## config.mk

```make
export PLATFORM = sky130hd
export DESIGN_NAME = traffic_light_ctrl
export DESIGN_NICKNAME = d
export VERILOG_FILES = /design/src/rtl/tlc_pkg.sv /design/src/rtl/tlc_dwell_timer.sv /design/src/rtl/traffic_light_ctrl.sv
export SDC_FILE = /design/constraint.sdc
export NUM_CORES = 1
export LEC_CHECK = 0
export CAP_MARGIN = 40
export CORE_MARGIN = 4
export CORE_UTILIZATION = 53
export CTS_CLUSTER_DIAMETER = 30
export CTS_CLUSTER_SIZE = 30
export DETAILED_ROUTE_END_ITERATION = 10
export HOLD_SLACK_MARGIN = 0.03
export PLACE_DENSITY = 0.81
export SLEW_MARGIN = 20
export SYNTH_ARGS = -nofsm -noshare
export SYNTH_HDL_FRONTEND = slang
export SYNTH_SLANG_ARGS = --single-unit
```

## constraint.sdc

```tcl
create_clock -name clk -period 4.15 [get_ports clk]
set_clock_uncertainty 0.15 [all_clocks]
set_input_delay 0.415 -clock clk [delete_from_list [all_inputs] [get_ports clk]]
set_output_delay 0.415 -clock clk [all_outputs]
set_load 0.02 [all_outputs]
```

## src/rtl/tlc_pkg.sv

```systemverilog
// ============================================================================
// Module  : tlc_pkg
// Purpose : Shared phase encoding and default dwell times for traffic_light_ctrl.
// Revision: 1.0 - initial release
// ============================================================================
`default_nettype none

package tlc_pkg;

  typedef enum logic [1:0] {
    ST_ALLRED = 2'd0,
    ST_GREEN  = 2'd1,
    ST_YELLOW = 2'd2,
    ST_WALK   = 2'd3
  } tlc_state_e;

  localparam int TLC_N_DIR_DEF    = 2;
  localparam int TLC_CNT_W_DEF    = 8;
  localparam int TLC_T_GREEN_DEF  = 20;
  localparam int TLC_T_YELLOW_DEF = 4;
  localparam int TLC_T_ALLRED_DEF = 2;
  localparam int TLC_T_WALK_DEF   = 10;

endpackage

`default_nettype wire

```

## src/rtl/tlc_dwell_timer.sv

```systemverilog
// ============================================================================
// Module  : tlc_dwell_timer
// Purpose : Loadable down-counter; done flags the last cycle of a phase.
// Revision: 1.0 - initial release
// ============================================================================
`default_nettype none

module tlc_dwell_timer #(
  parameter int               CNT_W   = 8,
  parameter logic [CNT_W-1:0] RST_VAL = '0
) (
  input  logic             clk,
  input  logic             rst,
  input  logic             load,
  input  logic [CNT_W-1:0] load_val,
  output logic             done
);

  logic [CNT_W-1:0] count_q;
  logic [CNT_W-1:0] count_d;

  // Saturates at zero so a missed load can never wrap into a long dwell.
  always_comb begin
    count_d = count_q;
    if (load) begin
      count_d = load_val;
    end else if (count_q != '0) begin
      count_d = count_q - CNT_W'(1);
    end
  end

  always_ff @(posedge clk) begin
    if (rst) begin
      count_q <= RST_VAL;
    end else begin
      count_q <= count_d;
    end
  end

  assign done = (count_q == '0);

endmodule

`default_nettype wire

```

## src/rtl/traffic_light_ctrl.sv

```systemverilog
// ============================================================================
// Module  : traffic_light_ctrl
// Purpose : N-approach Moore traffic-light controller with latched pedestrian
//           service. Optional TLC_EMERGENCY_EN adds an emerg all-red override.
// Revision: 1.0 - initial release
// ============================================================================
`default_nettype none

module traffic_light_ctrl
  import tlc_pkg::*;
#(
  parameter int  N_DIR    = TLC_N_DIR_DEF,
  parameter int  CNT_W    = TLC_CNT_W_DEF,
  parameter int  T_GREEN  = TLC_T_GREEN_DEF,
  parameter int  T_YELLOW = TLC_T_YELLOW_DEF,
  parameter int  T_ALLRED = TLC_T_ALLRED_DEF,
  parameter int  T_WALK   = TLC_T_WALK_DEF,
  localparam int DIR_W    = $clog2(N_DIR)
) (
  input  logic             clk,
  input  logic             rst,
  input  logic             ped_req,
`ifdef TLC_EMERGENCY_EN
  input  logic             emerg,
`endif
  output logic [N_DIR-1:0] red,
  output logic [N_DIR-1:0] yellow,
  output logic [N_DIR-1:0] green,
  output logic             walk,
  output logic [1:0]       state_o,
  output logic [DIR_W-1:0] dir_o,
  output logic             ped_pending_o
);

  localparam logic [CNT_W-1:0] LD_GREEN  = CNT_W'(T_GREEN - 1);
  localparam logic [CNT_W-1:0] LD_YELLOW = CNT_W'(T_YELLOW - 1);
  localparam logic [CNT_W-1:0] LD_ALLRED = CNT_W'(T_ALLRED - 1);
  localparam logic [CNT_W-1:0] LD_WALK   = CNT_W'(T_WALK - 1);
  localparam logic [DIR_W-1:0] DIR_LAST  = DIR_W'(N_DIR - 1);

  tlc_state_e       state_q, state_d;
  logic [DIR_W-1:0] dir_q, dir_d;
  logic             ped_pending_q, ped_pending_d;
  logic             last_was_walk_q, last_was_walk_d;
  logic             tmr_load;
  logic [CNT_W-1:0] tmr_load_val;
  logic             tmr_done;
  logic [N_DIR-1:0] dir_oh;

  tlc_dwell_timer #(
    .CNT_W   (CNT_W),
    .RST_VAL (LD_ALLRED)
  ) u_dwell_timer (
    .clk      (clk),
    .rst      (rst),
    .load     (tmr_load),
    .load_val (tmr_load_val),
    .done     (tmr_done)
  );

  always_comb begin
    state_d         = state_q;
    dir_d           = dir_q;
    ped_pending_d   = ped_pending_q | ped_req;
    last_was_walk_d = last_was_walk_q;
    tmr_load        = 1'b0;
    tmr_load_val    = LD_ALLRED;
    case (state_q)
      ST_ALLRED: if (tmr_done) begin
        tmr_load = 1'b1;
        if (ped_pending_q && !last_was_walk_q) begin
          state_d       = ST_WALK;
          tmr_load_val  = LD_WALK;
          ped_pending_d = ped_req;  // a request on the serving edge stays latched
        end else begin
          state_d         = ST_GREEN;
          tmr_load_val    = LD_GREEN;
          last_was_walk_d = 1'b0;
        end
      end
      ST_GREEN: if (tmr_done) begin
        state_d      = ST_YELLOW;
        tmr_load     = 1'b1;
        tmr_load_val = LD_YELLOW;
      end
      ST_YELLOW: if (tmr_done) begin
        state_d  = ST_ALLRED;
        tmr_load = 1'b1;
        dir_d    = (dir_q == DIR_LAST) ? '0 : dir_q + DIR_W'(1);
      end
      ST_WALK: if (tmr_done) begin
        state_d         = ST_ALLRED;
        tmr_load        = 1'b1;
        last_was_walk_d = 1'b1;
      end
      default: begin
        state_d  = ST_ALLRED;
        tmr_load = 1'b1;
      end
    endcase
`ifdef TLC_EMERGENCY_EN
    // Park in all-red with a fresh clearance dwell; dir and pending are kept.
    if (emerg) begin
      state_d         = ST_ALLRED;
      tmr_load        = 1'b1;
      tmr_load_val    = LD_ALLRED;
      dir_d           = dir_q;
      ped_pending_d   = ped_pending_q | ped_req;
      last_was_walk_d = last_was_walk_q;
    end
`endif
  end

  always_ff @(posedge clk) begin
    if (rst) begin
      state_q         <= ST_ALLRED;
      dir_q           <= '0;
      ped_pending_q   <= 1'b0;
      last_was_walk_q <= 1'b0;
    end else begin
      state_q         <= state_d;
      dir_q           <= dir_d;
      ped_pending_q   <= ped_pending_d;
      last_was_walk_q <= last_was_walk_d;
    end
  end

  always_comb begin
    dir_oh = N_DIR'(1) << dir_q;
    red    = '1;
    yellow = '0;
    green  = '0;
    walk   = 1'b0;
    case (state_q)
      ST_GREEN: begin
        red   = ~dir_oh;
        green = dir_oh;
      end
      ST_YELLOW: begin
        red    = ~dir_oh;
        yellow = dir_oh;
      end
      ST_WALK: walk = 1'b1;
      default: ;
    endcase
  end

  assign state_o       = state_q;
  assign dir_o         = dir_q;
  assign ped_pending_o = ped_pending_q;

endmodule

`default_nettype wire

```

# Word-level counts from Yosys, hierarchy flattened
# Index checks and enable logic that the tools add are counted.
# Widths: inputs -> output; s select.
dict set report word_totals {
  elab_cells 56
  out_inout_bits 11
  register_bits 13
}
dict set report op_classes {
  muxes 25
  n_shift 1
  reduce_logical 13
  bitwise 2
  eq_ne 8
  add_sub_neg 2
}
# cell count
set op_table {}
lappend op_table {{$mux 2} 8}
lappend op_table {{$mux 8} 2}
lappend op_table {{$mux 1} 10}
lappend op_table {{$mux 5} 2}
lappend op_table {{$pmux 5 s2} 1}
lappend op_table {{$logic_not 8->1} 1}
lappend op_table {{$ne 2x2->1 const B} 4}
lappend op_table {{$reduce_bool 8->1} 1}
lappend op_table {{$sub 8x1->8 const B} 1}
lappend op_table {{$pmux 2 s3} 1}
lappend op_table {{$eq 2x2->1 const B} 2}
lappend op_table {{$reduce_and 4->1} 1}
lappend op_table {{$reduce_bool 2->1} 2}
lappend op_table {{$reduce_or 2->1} 2}
lappend op_table {{$reduce_or 4->1} 1}
lappend op_table {{$reduce_and 3->1} 1}
lappend op_table {{$eq 2x1->1 const B} 1}
lappend op_table {{$logic_not 2->1} 1}
lappend op_table {{$ne 2x1->1 const B} 1}
lappend op_table {{$not 2->2} 1}
lappend op_table {{$pmux 1 s2} 1}
lappend op_table {{$reduce_and 2->1} 1}
lappend op_table {{$shl 1x1->2 const A} 1}
lappend op_table {{$add 1x1->1 const B} 1}
lappend op_table {{other kinds (3)} 3}

# Depth between registers and ports, before layout
# Gate-level depths: netlist of run 1.
dict set report logic_depth {
  word_depth 6
  ltp_mapped 5
}

# Modules after synthesis
# From an unflattened synthesis of run 1, not the netlist that was laid out.
dict set report hier_totals {
  hier_cells 96
  area_unflattened_um2 835.8
}
# module n_inst cells_per_inst area_each_um2 seq_area_each_um2
set modules_own_cells {}
lappend modules_own_cells {tlc_dwell_timer 1 51 457.9 160.2}
lappend modules_own_cells {traffic_light_ctrl 1 45 377.9 100.1}

# Worst setup path after synthesis of run 1
# No wires, ideal clock.
dict set report synth_path {
  kind {flip-flop to flip-flop}
  start {register state_q[0], in the netlist state_o[0]}
  end {register state_q[1], in the netlist state_o[1]}
  synth_period_minus_slack_ps 1791
  required_ps 3879
  arrival_time_ps 1520
  path_slack_ps 2359
  stages_incl_launch_ff 6
  cell_sequence {dfxtp_1 -> inv_1 -> ha_1 -> nor4_1 -> a21oi_1 -> mux2_2}
}
dict set report synth_between {
  elab_chain_len 4
  elab_cells_between_ends 10
}
# item line_no
set synth_rtl {}
lappend synth_rtl {{start, declared} traffic_light_ctrl.sv:41} ;# tlc_state_e state_q, state_d;
lappend synth_rtl {{start signal, assigned} traffic_light_ctrl.sv:121} ;# state_q <= state_d;
lappend synth_rtl {{$eq 2x2->1} traffic_light_ctrl.sv:68} ;# case (state_q)
lappend synth_rtl {{$reduce_or 2->1 (no line)} --}
lappend synth_rtl {{$ne 2x1->1 (no line)} --}
lappend synth_rtl {{$reduce_and 3->1 (no line)} --}
# Several ways; a longest one is shown, not always the timed one.
# A chain may end at the register's enable or synchronous reset.

# Worst setup path in the final report of run 1
dict set report layout_path {
  start {register state_q[1], in the netlist state_o[1]}
  end {output port green[0]}
}
dict set report layout_between {
  elab_chain_len 2
}
# item line_no
set layout_rtl {}
lappend layout_rtl {{$eq 2x1->1} traffic_light_ctrl.sv:134} ;# case (state_q)
lappend layout_rtl {{$mux 2} traffic_light_ctrl.sv:134}
lappend layout_rtl {{end, declared} traffic_light_ctrl.sv:28} ;# output logic [N_DIR-1:0] green,
# Every way passes these cells.

==> run metrics, run 1 <==
total wire length=around 1.5 mm; DRT Pass-1 Iters=4; core region area=around 0.0013 sq mm; Power Density=between 700 and 800 mW/mm^2; measured slew at the worst slew-check pin=between 0.6 and 0.7 ns; HP Class=reg -> reg; Synth cell types=31; Max VDD drop=0.0003896 V; setup TNS=0 ns; Cell Rows=13; Synth Register Bits=13; register area share after synthesis=a little over a third; Clock Tree Root=clkbuf_4; Hold-fix buffers, CTS=0; Area Overhead vs Synth=23.31%; final net count=roughly 110; top-count cell post-synth=dfxtp_1; critical path fanouts, max=5; fill cell count=roughly 120; LEAKAGE=around 0.36 nW; first-pass GRT wire length=about 2.6 mm; hold path cells=2; largest net degree at the start of global routing=14; status=complete, no violations; area leader, netlist=dfxtp_1; layout cells sized above 1=10.89%; Crit. End Element=output port; H-tree levels=1; Reg area=roughly 260 sq um; FMAX=between 400 and 500 MHz; Via Count=just under 700; type of origin of the critical path=flop; DR iter-0 viols=12; Crit Path Category=reg -> out; Final Max Slew Viols=0; die area=0.002060 sq mm; Hold WS=0.3517 ns; dpl cell area=880.8 sq um; Resize count post-CTS=0; Layout Utilization=70.19%; Final ANT Viol Nets=0; number of synthesized flops with an enable pin=0; initial antenna violation count=0; Mapped Area=between 700 and 800 sq um; multi-input logic area=roughly 450 sq um; Final Setup Violations=0; GPL Wtd Cong=about 0.74; Die Wd=45.39 microns; relative slew slack=a little over half; average vias per placed instance=5.819; Synth Flop Type=dfxtp_1; Slowest cell on crit path=clkdlybuf4s50_1; io pins=14; post-route cell area=about 910 sq um; worst path required time=~3.6 ns; Max Cap Violations=0; syn nets=between 90 and 100; post-CTS setup buffer count=0; Worst path max stage delay=between 0.6 and 0.7 ns; Syn. warnings=0; starting density of the core=56.92%; WP data arrival=between 1.5 and 2 ns; largest cells by area after synthesis=dfxtp_1, ha_1, or4_1; Antenna diodes=0; CTS max path bufs=2; Async SR Flop Fraction=0%; register clock-pin slew on the reported worst setup and hold paths=~0.080 ns; Total Power=0.6693 mW; Die Y=around 45 microns; Sink Count=13; Avg Inst Size Synth=roughly 8.7 sq um; I/O Buffers=13; Routed WL per cell=roughly 13 microns; vias in the first global route=598; Synth top area share=a little over a third; CTS tree=built; CTS buffer count=3; final worst path period share=~56%; FF-to-FF path depth=5; Post-Syn Instances=85; fin crit period=approximately 2.3 ns; # DRC=0; RSZ-0062 raised after global routing=false; Final Hold Viols=0; total congestion overflow=0; most common library cells after synthesis=dfxtp_1, a21oi_1, inv_1, ha_1; Clock Latency Late Sink=0.28 ns; crit-path cells=inv_1, ha_1, nor2b_1, clkdlybuf4s50_1; All-Layer GR Usage=between 10% and 20%
[worst paths after layout]
| path | startpoint | end | slack, ns |
|---|---|---|---|
| setup / recovery | state_o[1] | green[0] | 1.84 |
| hold reg to reg | last_was_walk_q | last_was_walk_q | 0.35 |
| hold / removal | last_was_walk_q | last_was_walk_q | 0.35 |
| setup reg to reg | u_dwell_timer.count_q[0] | u_dwell_timer.count_q[1] | 2.23 |
[cells in the final DEF (no fill, tap or decap), types with 3 or more instances in the layout]
cell type / n
ha_1: 6
nor2_1: 5
xnor2_1: 3
or4_1: 5
dfxtp_1: 13
clkbuf_4: 3
clkdlybuf4s50_1: 13
nand2_1: 3
inv_1: 7
nor2b_1: 3
a21oi_1: 7
a211oi_1: 4
[sequential cells by signal, summed over array words and instances (netlist names)]
| signal | count |
|---|---|
| dir_o | 1 |
| last_was_walk_q | 1 |
| ped_pending_o | 1 |
| state_o | 2 |
| u_dwell_timer.count_q | 8 |
[worst max-delay path, delay by kind of cell, from the launching register on]
kind	cells	cell delay [ns]
DFF	1	0.34
buffers and inverters	2	0.72
and+or+nand+nor	1	0.15
adders and majority gates	1	0.25
[stage by stage]
step,setup slack (ns),cells
finish,1.845,116
global route,1.740,116
CTS,1.825,115
detailed placement,2.132,111
global placement,2.173,111
floorplan,2.359,85
[kinds of logic after synthesis]
kind of cell               Yosys count  synth area share, %
and+or+nand+nor                     32                25.85
buffers and inverters                9                4.729
adders and majority gates            6                10.13
muxes                                1                1.520
xor gates and xnor gates             3                3.548
AOI/OAI and AO/OA                   21                19.09
DFF                                 13                35.14
[layer usage]
| metal | up-vias | share of wire [%] | GRT usage (%) |
|---|---|---|---|
| met4 | 0 | 0.74 | 3.509 |
| met5 | - | 0 | 0 |
| met3 | 2 | 5.0 | 7.510 |
| met2 | 10 | 50 | 27.58 |
| li1 | 349 | - | - |
| met1 | 314 | 44 | 21.79 |
[area by class of cell]
| class | instances | area share [%] |
|---|---|---|
| Clock buffer | 3 | 2.466 |
| Multi-Input combinational cell | 63 | 48.77 |
| Timing Repair Buffer | 14 | 14.79 |
| Tap cell | 15 | 2.055 |
| Sequential cell | 13 | 28.49 |
| Clock inverter | 1 | 0.5479 |
| Inverter | 7 | 2.877 |
[power breakdown]
group	switching [mW]	total, mW	internal [mW]
clock	0.0422	0.0780	0.0358
sequential	0.0448	0.210	0.166
combinational	0.208	0.381	0.172
total	0.295	0.669	0.374
(Power assumes the default switching activity.)
==> run 2, diff against run 1 <==
Settings changed: CORE_UTILIZATION 53 to 44, PLACE_DENSITY 0.81 to 0.72.
Clock period 4.15 ns to 1.9 ns, I/O delays scaled along.
==> run 2 against run 1 <==
  * Worst setup slack lost 1.8 ns
  * Hold slack worse by 0.0046 ns
  * Critical path type unchanged
  * First-iteration DRC count increased by 33%
  * Die area up 17%
  * Utilization is 8.3 points lower
  * Design area increased by 4.4%
  * Wire length up 10%
  * Cell count grew 5.2%
  * Register-to-register slack worse by 2.1 ns
  * Combinational power rose by 140%
  * Clock power rose by 130%
  * Flip-flop and latch count stayed put
==> run metrics, run 2 (same netlist as run 1, synthesis figures left out) <==
vias in the first global route=624; worst hold start=last_was_walk_q; total wire length=around 1.7 mm; DR iter-0 viols=16; layer with the highest usage=met2; Power Density=around 1600 mW/mm^2; initial antenna violation count=0; met3 usage=3.976%; Routed WL per cell=roughly 14 microns; WP data arrival=~1.5 ns; register clock-pin slew on the reported worst setup and hold paths=approximately 0.08 ns; hold path cells=2; I/O Buffers=13; starting density of the core=48.05%; met1 Usage GRT=roughly 18%; combinational fraction of design power=roughly 60%; setup TNS=0 ns; CTS tree=built; fill cell count=around 140; switching power share of the total=a little over two fifths; fin crit period=about 1.8 ns; R2R Setup Slk=between 0.1 and 0.15 ns; Psw=approximately 0.68 mW; largest net degree at the start of global routing=9; core region area=0.001541 sq mm; status=complete, no violations; GPL Wtd Cong=between 0.8 and 0.9; type of origin of the critical path=flop; # DRC=0; relative slew slack=76.03%; Final Setup Violations=0; Final ANT Viol Nets=0; DRT Pass-1 Iters=4; Clock Power Share=11.3%; final net count=roughly 120; Largest Register=u_dwell_timer.count_q; Via Count=~700; Final Hold Viols=0; r2r startpoint=u_dwell_timer.count_q[4]; cell count after placement=between 100 and 150; Layout Cells excl Fill=around 120; io pins=14; commonest cells after routing, fill and taps aside=dfxtp_1, inv_1, a21oi_1; worst path required time=~1.6 ns; first-pass GRT wire length=2.773 mm; Crit Path Category=reg -> out; Antenna diodes=0; post-CTS setup buffer count=0; CTS buffer count=3; internal power=0.8763 mW; Hold EP=last_was_walk_q; commonest non-fill, non-tap cell in the layout=dfxtp_1; Max Cap Violations=0; Clock Latency Late Sink=0.28 ns; Area Overhead vs Synth=28.72%; max FFs per register=8; Final Max Slew Viols=0; reg2reg end=u_dwell_timer.count_q[6]; total congestion overflow=0; Crit. End Element=output port; Sink Count=13; layout cells sized above 1=15.09%; Max VDD drop=between 0.0007 and 0.0008 V; Sequential Power Share=just under 30%; final worst path period share=about 96%; H-tree levels=1; critical path fanouts, max=5; hpwl dp=approximately 1.2 mm; Clock Tree Root=clkbuf_4; FMAX=~550 MHz; CTS max path bufs=2; average vias per placed instance=~5.8; Die Wd=a little under 50 microns; Cell Rows=14; RSZ-0062 raised after global routing=false; Die Y=about 49 microns; GR Util met2=between 20% and 30%; FF-to-FF path depth=3; LEAKAGE=roughly 0.41 nW; die area=between 0.002 and 0.0025 sq mm; measured slew at the worst slew-check pin=approximately 0.36 ns; HP Class=reg -> reg; All-Layer GR Usage=14.18%; Hold-fix buffers, CTS=0
[run 2: cell count changes in the layout (fill, tap and decap cells not counted), sizes merged]
cell,previous run,this run
dlygate4sd2,0,6
dlymetal6s2s,0,1
clkinv,1,0
buf,0,6
clkdlybuf4s50,13,6
[run 2: worst max-delay path, cell delays in order, from the launching register on]
cell	delay (ns)
dfxtp_1	0.38
inv_1	0.09
ha_1	0.25
and2_1	0.17
dlygate4sd2_1	0.31
[run 2: cell type report]
class	count	area, sq um	share of cell area [%]
multi-input cells	63	449.2	47.11
flip-flops and latches	13	261.5	27.43
repair buffers	19	170.2	17.85
clock buffers	4	26.28	2.756
inverters	7	26.28	2.756
well taps	16	20.02	2.100
[run 2: power by group through the flow]
stage	Clock, mW	Sequential (mW)	Combinational [mW]
2_1_floorplan	0	0.472	0.567
3_3_place_gp	0	0.445	0.927
3_5_place_dp	0	0.450	0.935
4_1_cts	0.184	0.445	0.915
5_1_grt	0.193	0.466	1.02
6_report	0.177	0.450	0.931
[run 2: how the worst max path moves through the flow]
stage | depth (start not counted) | start | slack, ns | end
4_1_cts | 5 | u_dwell_timer.count_q[1] | 0.02 | u_dwell_timer.count_q[1]
2_1_floorplan | 5 | state_o[0] | 0.11 | state_o[1]
3_5_place_dp | 5 | u_dwell_timer.count_q[1] | 0.03 | u_dwell_timer.count_q[1]
3_3_place_gp | 5 | u_dwell_timer.count_q[1] | 0.09 | u_dwell_timer.count_q[1]
5_1_grt | 4 | state_o[1] | 0.01 | green[0]
6_report | 4 | state_o[1] | 0.08 | green[1]
[run 2: per-layer routing]
layer | up-vias | share of wire [%]
li1 | 354 | -
met1 | 323 | 49
met2 | 24 | 44
met3 | 2 | 5.8
met4 | 0 | 1.1
met5 | - | 0
[run 2: repair_timing]
action,4_1_cts,5_1_grt
cloned,0,0
pin swaps,0,0
resized for setup,6,4
setup endpoints to repair,6,7
[run 2: stage by stage]
step	power [mW]	hold WS [ns]	setup slack [ns]	utilization, %	area (sq um)
after global placement	1.372	0.3459	0.08993	60.15	927.1
after floorplan	1.039	0.2120	0.1088	-	740.7
final	1.558	0.3471	0.08165	61.85	953.4
after CTS	1.543	0.3491	0.02301	61.36	945.9
after detailed placement	1.385	0.3377	0.02688	60.15	927.1
after global routing	1.677	0.3722	0.01199	61.85	953.4
